<file path="src/rtl/serial_adder_ctrl_if.sv">
// serial_adder_ctrl_if
//   Start request, operands and result bundle for the bit-serial adder.
//   master: start, A, B, Cin out; busy, done, Sum, Carry in.
//   slave : start, A, B, Cin in; busy, done, Sum, Carry out.
interface serial_adder_ctrl_if #(
  parameter int unsigned WIDTH = 8
);
  logic             start;
  logic [WIDTH-1:0] A;
  logic [WIDTH-1:0] B;
  logic             Cin;
  logic             busy;
  logic             done;
  logic [WIDTH-1:0] Sum;
  logic             Carry;

  modport master (
    output start, A, B, Cin,
    input  busy, done, Sum, Carry
  );

  modport slave (
    input  start, A, B, Cin,
    output busy, done, Sum, Carry
  );
endinterface

</file>
<file path="src/rtl/serial_adder_ctrl.sv">
// full_adder
//   One-bit full adder cell.
//   a, b, cin : inputs
//   sum, carry: outputs
module full_adder (
  input  logic a,
  input  logic b,
  input  logic cin,
  output logic sum,
  output logic carry
);
  assign sum   = a ^ b ^ cin;
  assign carry = (a & b) | (cin & (a ^ b));
endmodule

// serial_adder_ctrl
//   Bit-serial adder: latches A, B, Cin on an accepted start, feeds one bit
//   pair per clock (LSB first) through a single full_adder with the carry
//   held in a flop, then presents {Carry, Sum} = A + B + Cin with a one-cycle
//   done pulse. WIDTH+2 cycles per add.
//   clk : rising-edge clock
//   rst : asynchronous active-high reset
//   bus : slave side of serial_adder_ctrl_if
//         (start/A/B/Cin in, busy/done/Sum/Carry out)
module serial_adder_ctrl #(
  parameter int unsigned WIDTH = 8
) (
  input  logic                 clk,
  input  logic                 rst,
  serial_adder_ctrl_if.slave   bus
);
  localparam int unsigned CW = $clog2(WIDTH);

  typedef enum logic [1:0] {
    S_IDLE,
    S_ADD,
    S_DONE
  } state_t;

  state_t           r_state;
  state_t           w_next;

  logic [WIDTH-1:0] r_a_sr;
  logic [WIDTH-1:0] r_b_sr;
  // Holds the WIDTH-1 sum bits already produced; the final bit comes
  // straight from the cell on the completing edge.
  logic [WIDTH-2:0] r_res_sr;
  logic [CW-1:0]    r_cnt;
  logic             r_carry_ff;
  logic [WIDTH-1:0] r_sum;
  logic             r_carry;

  logic             w_fa_sum;
  logic             w_fa_carry;
  logic [WIDTH-1:0] w_res_cat;
  logic             w_accept;
  logic             w_last;

  full_adder u_fa (
    .a     (r_a_sr[0]),
    .b     (r_b_sr[0]),
    .cin   (r_carry_ff),
    .sum   (w_fa_sum),
    .carry (w_fa_carry)
  );

  assign w_res_cat = {w_fa_sum, r_res_sr};
  assign w_accept  = (r_state == S_IDLE) && bus.start;
  assign w_last    = (r_state == S_ADD) && (r_cnt == CW'(WIDTH - 1));

  always_ff @(posedge clk or posedge rst) begin
    if (rst) begin
      r_state <= S_IDLE;
    end else begin
      r_state <= w_next;
    end
  end

  always_comb begin
    w_next = r_state;
    case (r_state)
      S_IDLE:  if (bus.start) w_next = S_ADD;
      S_ADD:   if (w_last)    w_next = S_DONE;
      S_DONE:                 w_next = S_IDLE;
      default:                w_next = S_IDLE;
    endcase
  end

  always_ff @(posedge clk or posedge rst) begin
    if (rst) begin
      r_a_sr     <= '0;
      r_b_sr     <= '0;
      r_res_sr   <= '0;
      r_cnt      <= '0;
      r_carry_ff <= 1'b0;
      r_sum      <= '0;
      r_carry    <= 1'b0;
    end else if (w_accept) begin
      r_a_sr     <= bus.A;
      r_b_sr     <= bus.B;
      r_carry_ff <= bus.Cin;
      r_cnt      <= '0;
    end else if (r_state == S_ADD) begin
      r_a_sr     <= r_a_sr >> 1;
      r_b_sr     <= r_b_sr >> 1;
      r_carry_ff <= w_fa_carry;
      r_res_sr   <= w_res_cat[WIDTH-1:1];
      r_cnt      <= r_cnt + CW'(1);
      if (w_last) begin
        r_sum   <= w_res_cat;
        r_carry <= w_fa_carry;
      end
    end
  end

  assign bus.busy  = (r_state == S_ADD);
  assign bus.done  = (r_state == S_DONE);
  assign bus.Sum   = r_sum;
  assign bus.Carry = r_carry;
endmodule

</file>
<file path="src/flat_wrapper.sv">
// flat-port wrapper written by rule: the top's interface ports become plain ports
module serial_adder_ctrl_flat 
#(
  parameter int unsigned WIDTH = 8
)
  (clk, rst, bus_start, bus_A, bus_B, bus_Cin, bus_busy, bus_done, bus_Sum, bus_Carry);
  serial_adder_ctrl_if #(.WIDTH(WIDTH)) bus_i ();
  input  logic clk;
  input  logic rst;
  input wire logic [$bits(bus_i.start)-1:0] bus_start;
  input wire logic [$bits(bus_i.A)-1:0] bus_A;
  input wire logic [$bits(bus_i.B)-1:0] bus_B;
  input wire logic [$bits(bus_i.Cin)-1:0] bus_Cin;
  output wire logic [$bits(bus_i.busy)-1:0] bus_busy;
  output wire logic [$bits(bus_i.done)-1:0] bus_done;
  output wire logic [$bits(bus_i.Sum)-1:0] bus_Sum;
  output wire logic [$bits(bus_i.Carry)-1:0] bus_Carry;
  assign bus_i.start = bus_start;
  assign bus_i.A = bus_A;
  assign bus_i.B = bus_B;
  assign bus_i.Cin = bus_Cin;
  assign bus_busy = bus_i.busy;
  assign bus_done = bus_i.done;
  assign bus_Sum = bus_i.Sum;
  assign bus_Carry = bus_i.Carry;
  serial_adder_ctrl #(.WIDTH(WIDTH)) u_core (.clk(clk), .rst(rst), .bus(bus_i));
endmodule
</file>
<file path="config.mk">
export PLATFORM = sky130hd
export DESIGN_NAME = serial_adder_ctrl_flat
export DESIGN_NICKNAME = d
export VERILOG_FILES = /design/src/rtl/serial_adder_ctrl_if.sv /design/src/rtl/serial_adder_ctrl.sv /design/src/flat_wrapper.sv
export SDC_FILE = /design/constraint.sdc
export NUM_CORES = 1
export LEC_CHECK = 0
export ABC_AREA = 1
export BUFFER_PORTS_ARGS = -buffer_cell sky130_fd_sc_hd__buf_2
export CORE_MARGIN = 1.5
export CORE_UTILIZATION = 48
export CTS_CLUSTER_DIAMETER = 200
export DETAILED_ROUTE_END_ITERATION = 7
export GPL_TIMING_DRIVEN = 1
export PLACE_DENSITY = 0.74
export SYNTH_ARGS = -nofsm -noshare
export SYNTH_HDL_FRONTEND = slang
export SYNTH_SLANG_ARGS = --single-unit
</file>
<file path="constraint.sdc">
create_clock -name clk -period 1.2 [get_ports clk]
set_clock_uncertainty 0.15 [all_clocks]
set_input_delay 0.24 -clock clk [delete_from_list [all_inputs] [get_ports clk]]
set_output_delay 0.24 -clock clk [all_outputs]
set_load 0.03 [all_outputs]
</file>
## Word-level counts from Yosys, hierarchy flattened

Cells that the tools add are included.

| cells by class | value |
|---|---|
| mux-type cells | 11 |
| add/sub/neg operators | 1 |
| reduce and logical (&&, ||, !) cells | 7 |
| bitwise gates (word level) | 6 |
| equal/unequal tests | 5 |

Operator list:

| cell | number |
|---|---|
| $mux W8 | 4 |
| $mux W3 | 2 |
| $mux W2 | 2 |
| $pmux W2 S2 | 1 |
| $reduce_and A2 Y1 | 2 |
| $add A3 B1 Y3 const B | 1 |
| $eq A3 B3 Y1 const B | 1 |
| $reduce_and A3 Y1 | 1 |
| $and A1 B1 Y1 | 2 |
| $eq A2 B1 Y1 const B | 1 |
| $eq A2 B2 Y1 const B | 1 |
| $logic_and A1 B1 Y1 | 2 |
| $logic_not A2 Y1 | 1 |
| $mux W1 | 2 |
| $ne A2 B1 Y1 const B | 1 |
| $ne A2 B2 Y1 const B | 1 |
| $reduce_bool A2 Y1 | 1 |
| $xor A1 B1 Y1 | 2 |
| $not A1 Y1 | 1 |
| $or A1 B1 Y1 | 1 |

| storage, ports and cells | value |
|---|---|
| input bits | 20 |
| output and inout bits | 11 |
| register bits | 38 |

## Longest topological paths before layout

| logic depth | value |
|---|---|
| depth in word-level cells | 5 |
| mapped depth | 6 |
| gate-level depth less buffers | 6 |

## Modules after synthesis

Synthesis repeated with hierarchy kept, for this count alone.

| second synthesis, totals | value |
|---|---|
| cells, all modules | 186 |
| area total of the unflattened synthesis | 1652.8 um^2 |

By module, submodules not included:

| module | instances | sequential area each (um^2) | cells each | area an instance (um^2) |
|---|---|---|---|---|
| serial_adder_ctrl | 1 | 950.9 | 185 | 1632.8 |
| full_adder | 1 | 0.0 | 1 | 20.0 |

## Worst setup path before layout

No wires, ideal clock.

| timing path | value |
|---|---|
| path type | register -> register |
| start | register u_core.r_cnt[0] |
| end | register u_core.r_sum[7] (netlist: u_core.bus.Sum[7]) |
| cell stages (with the launch flop) | 7 |
| path slack | -0.119 ns |
| required time | 0.932 ns |
| buffers on the path | 0 |
| setup time | 0.118 ns |
| arrival | 1.051 ns |
| path through | dfrtp_1 ha_1 ha_1 inv_1 nor2_8 nand2_1 nand2_1 |

| on the way | value |
|---|---|
| word-level cells in the longest chain between the ends | 3 |

RTL lines:

| element | line | RTL |
|---|---|---|
| start: declaration | serial_adder_ctrl.sv:48 | `logic [CW-1:0] r_cnt;` |
| start signal: assignment | serial_adder_ctrl.sv:108 | `r_cnt <= r_cnt + CW'(1);` |
| $eq A3 B3 Y1 | serial_adder_ctrl.sv:69 | `assign w_last = (r_state == S_ADD) && (r_cnt == CW'(WIDTH - 1));` |
| $logic_and A1 B1 Y1 | serial_adder_ctrl.sv:69 |  |
| $reduce_and A3 Y1 (no source line) | n/a |  |
| end signal: assignment | serial_adder_ctrl.sv:110 | `r_sum <= w_res_cat;` |
| end: declaration | serial_adder_ctrl.sv:50 | `logic [WIDTH-1:0] r_sum;` |

No other way between the ends.
A chain may end at the register's enable or synchronous reset.

## Worst setup path in the final report

| timing path | value |
|---|---|
| start | register u_core.r_state[1] |
| end | output bus_done |

| on the way | value |
|---|---|
| word-level cells in the longest chain between the ends | 1 |

RTL lines:

| element | line | RTL |
|---|---|---|
| start: declaration | serial_adder_ctrl.sv:40 | `state_t r_state;` |
| start signal: assignment | serial_adder_ctrl.sv:75 | `r_state <= w_next;` |
| $eq A2 B2 Y1 | serial_adder_ctrl.sv:117 | `assign bus.done = (r_state == S_DONE);` |
| end: declaration | flat_wrapper.sv:15 | `output wire logic [$bits(bus_i.done)-1:0] bus_done;` |

No other way between the ends.

==> impl_metrics.tcl <==
set metrics [dict create \
    port-buffer-count 30 \
    drive_gt1_share_pct 31.9 \
    start_kind "flop" \
    cts.sinks 38 \
    final-hold-violation-count 1 \
    clockBufferDepth 2 \
    synth-seq-cells 38 \
    drc 0 \
    place_area_mm2 0.00195 \
    status "finished, violations left" \
    path_class "reg -> out" \
    rsz0062_at_grt "yes" \
    synth_compound_area_share_pct 0.930 \
    root_buffer "clkbuf_4" \
    leakage_uw 0.00126 \
    cp_common_cell "buf_6" \
    stdcell_area_mm2 0.00241 \
    synth_area_mm2 0.00162 \
    holdWs_ns -0.0149 \
    failed_checks "negative hold slack, negative setup slack" \
    wl_per_cell_um 13.9 \
    core-area_mm2 0.00313 \
    syn_nets 209 \
    yosysWarnings 0 \
    syn_area_per_cell_um2 8.68 \
    nets 279 \
    placementRows 20 \
    hpwl_um 2350 \
    grt_pass1_wl_um 6390 \
    crit_chain "inv_2 > buf_6 > nor2_4 > buf_6" \
    synthSimpleGateAreaFrac_pct 33.6 \
    ys_seq_area_share_pct 58.9 \
    end_kind "primary output" \
    synthMuxAreaShare_pct 0 \
    slew_headroom_pct 75.9 \
    worst_ep_required_time_ns 0.81 \
    cts_tree "built" \
    min_period_ns 1.55 \
    fmax_ghz 0.647 \
    num_vias 1497 \
    peakVddDrop_v 0.00145 \
    drv_slew 0 \
    setup_viol_count_final 49 \
    period_share_pct 129 \
    crit_fanout 3 \
    ys_types 14 \
    firstDrtPassIters 4 \
    grt_max_degree 26 \
    power-per-cell-area_mw_per_mm2 2390 \
    cts.clk_slew.worst_paths_ns 0.11 \
    drt_iter0_drc 77 \
    ctsHtreeMaxLevel 2 \
    area_growth_pct 49.4 \
    insertion_delay_ns 0.35 \
    synthCells 186 \
    dieHeight_um 61.0 \
    drv_cap 0 \
    start_util_pct 51.6 \
    fin_ws_ns -0.346 \
    num_io_pins 31 \
    cp.arrival_ns 1.16 \
    final_antenna_net_count 0 \
    tightestPinTransition_ns 0.361 \
    die-area_mm2 0.00372 \
    place_worst_setup_slack_ns -0.0669 \
    antennaDiodeCount 0 \
    viasPerCell 4.97 \
    post-route-util_pct 77.2 \
    synth_top_family_by_area "simple AND/OR/NAND/NOR gates" \
    grt_overflow 0 \
    grt_pass1_vias 1437 \
    grt_usage_pct 24.0 \
    synthXorXnorAreaFrac_pct 0 \
    hold_class "in -> reg" \
    cts_buffers 5 \
    die_width_um 61.0 \
    fin_setup_tns_ns -7.93 \
    cpMaxStageDelayCell "dfrtp_1" \
    slowest_delay_ns 0.41 \
    synthAdderAreaFrac_pct 2.79 \
    drt_wl_total_um 4170 \
    place.gp.congestion 0.772 \
    antenna_found_initial 0 \
]
## per-layer routing
metal  vias to the layer above  global-route usage [%]  wire [µm]
met5                         -                       0          0
met3                        10                    6.93        180
met1                       706                    29.2       1690
met4                         0                    9.94         89
li1                        731                       -          -
met2                        50                    40.2       2210
## through the flow
| step | power, µW | cells |
|---|---|---|
| 3_3_place_gp | 4200 | 266 |
| 2_1_floorplan | 3530 | 186 |
| 4_1_cts | 5500 | 295 |
| 3_5_place_dp | 4310 | 266 |
| 5_1_grt | 6160 | 301 |
| 6_report | 5770 | 301 |
## worst max-delay path, delay by kind of cell, from the launching register on
family        cells  cell delay [ns]
buf+inv           3             0.31
flops             1             0.41
simple gates      1             0.08
## area by class of cell
class	instances	area [µm²]
Clock buffer	6	51.3
Clock inverter	2	12.5
Fill cell	206	714
Inverter	5	27.5
Multi-Input combinational cell	136	683
Sequential cell	38	951
Tap cell	44	55.1
Timing Repair Buffer	70	633
## path summary, 6_finish.rpt
path | from | end | slack [ns] | cells past startpoint
max in group asynchronous | rst | u_core.r_cnt[0]$_DFFE_PP0P_ | 0.22 | 4
max | u_core.r_state[1]$_DFFE_PP0P_ | bus_done | -0.35 | 4
min | bus_B[3] | u_core.r_b_sr[3]$_DFFE_PP0P_ | -0.01 | 3
max reg2reg | u_core.r_state[1]$_DFFE_PP0P_ | u_core.r_a_sr[6]$_DFFE_PP0P_ | -0.25 | 6
min reg2reg | u_core.r_b_sr[1]$_DFFE_PP0P_ | u_core.r_b_sr[1]$_DFFE_PP0P_ | 0.35 | 2
min in group asynchronous | rst | u_core.r_b_sr[1]$_DFFE_PP0P_ | 0.25 | 3
## cell usage after synthesis
cell type	number	share of area (%)
inv_2	2	0.46
fa_1	1	1.2
inv_1	3	0.70
o21ai_0	2	0.62
dfrtp_1	38	59
buf_2	7	2.2
nor2_1	1	0.23
buf_4	1	0.46
nand3_1	32	9.9
ha_1	2	1.5
o21ai_1	1	0.31
nand2_1	94	22
nor2_2	1	0.39
nor2_8	1	1.2
## registers in the layout, indices dropped and copies added (netlist names)
signal and count:
u_core.bus.Sum 8, u_core.r_a_sr 8, u_core.r_b_sr 8, u_core.r_res_sr 7, u_core.r_cnt 3, u_core.r_state 2, u_core.bus.Carry 1, u_core.r_carry_ff 1
## power by group
group	internal [µW]	total [µW]	switching, µW	leakage [µW]
combinational	1350	2850	1500	0.000733
clock	282	726	444	0.0000343
sequential	1810	2190	382	0.000488
total	3440	5770	2330	0.00126
## cells by family (layout without fill, tap and decap cells)
group           Yosys count  count (layout)
simple gates            129             130
flops                    38              38
buf+inv                  13              83
fa+ha+maj                 3               3
compound gates            3               3
## cell usage in the layout, fill, tap and decap left out, types with 2 or more instances in the layout
cell	Yosys	final
nand2_1	94	90
dfrtp_1	38	38
nand3_1	32	28
buf_2	7	19
dlygate4sd3_1	0	16
buf_6	0	16
buf_4	1	15
clkbuf_4	0	5
nand3_2	0	4
nor2_4	0	3
nand2_2	0	3
buf_12	0	3
inv_2	2	2
o21ai_1	1	2
clkinvlp_4	0	2
## timing repair
item,4_1_cts,5_1_grt
endpoints found under the setup margin,41,49
hold endpoints to repair,51,2
hold buffers,14,2
pin swaps,7,16
buffers inserted,6,3
gates cloned,1,1
gates resized for setup,33,9
Power figures use the tool's default switching activity.
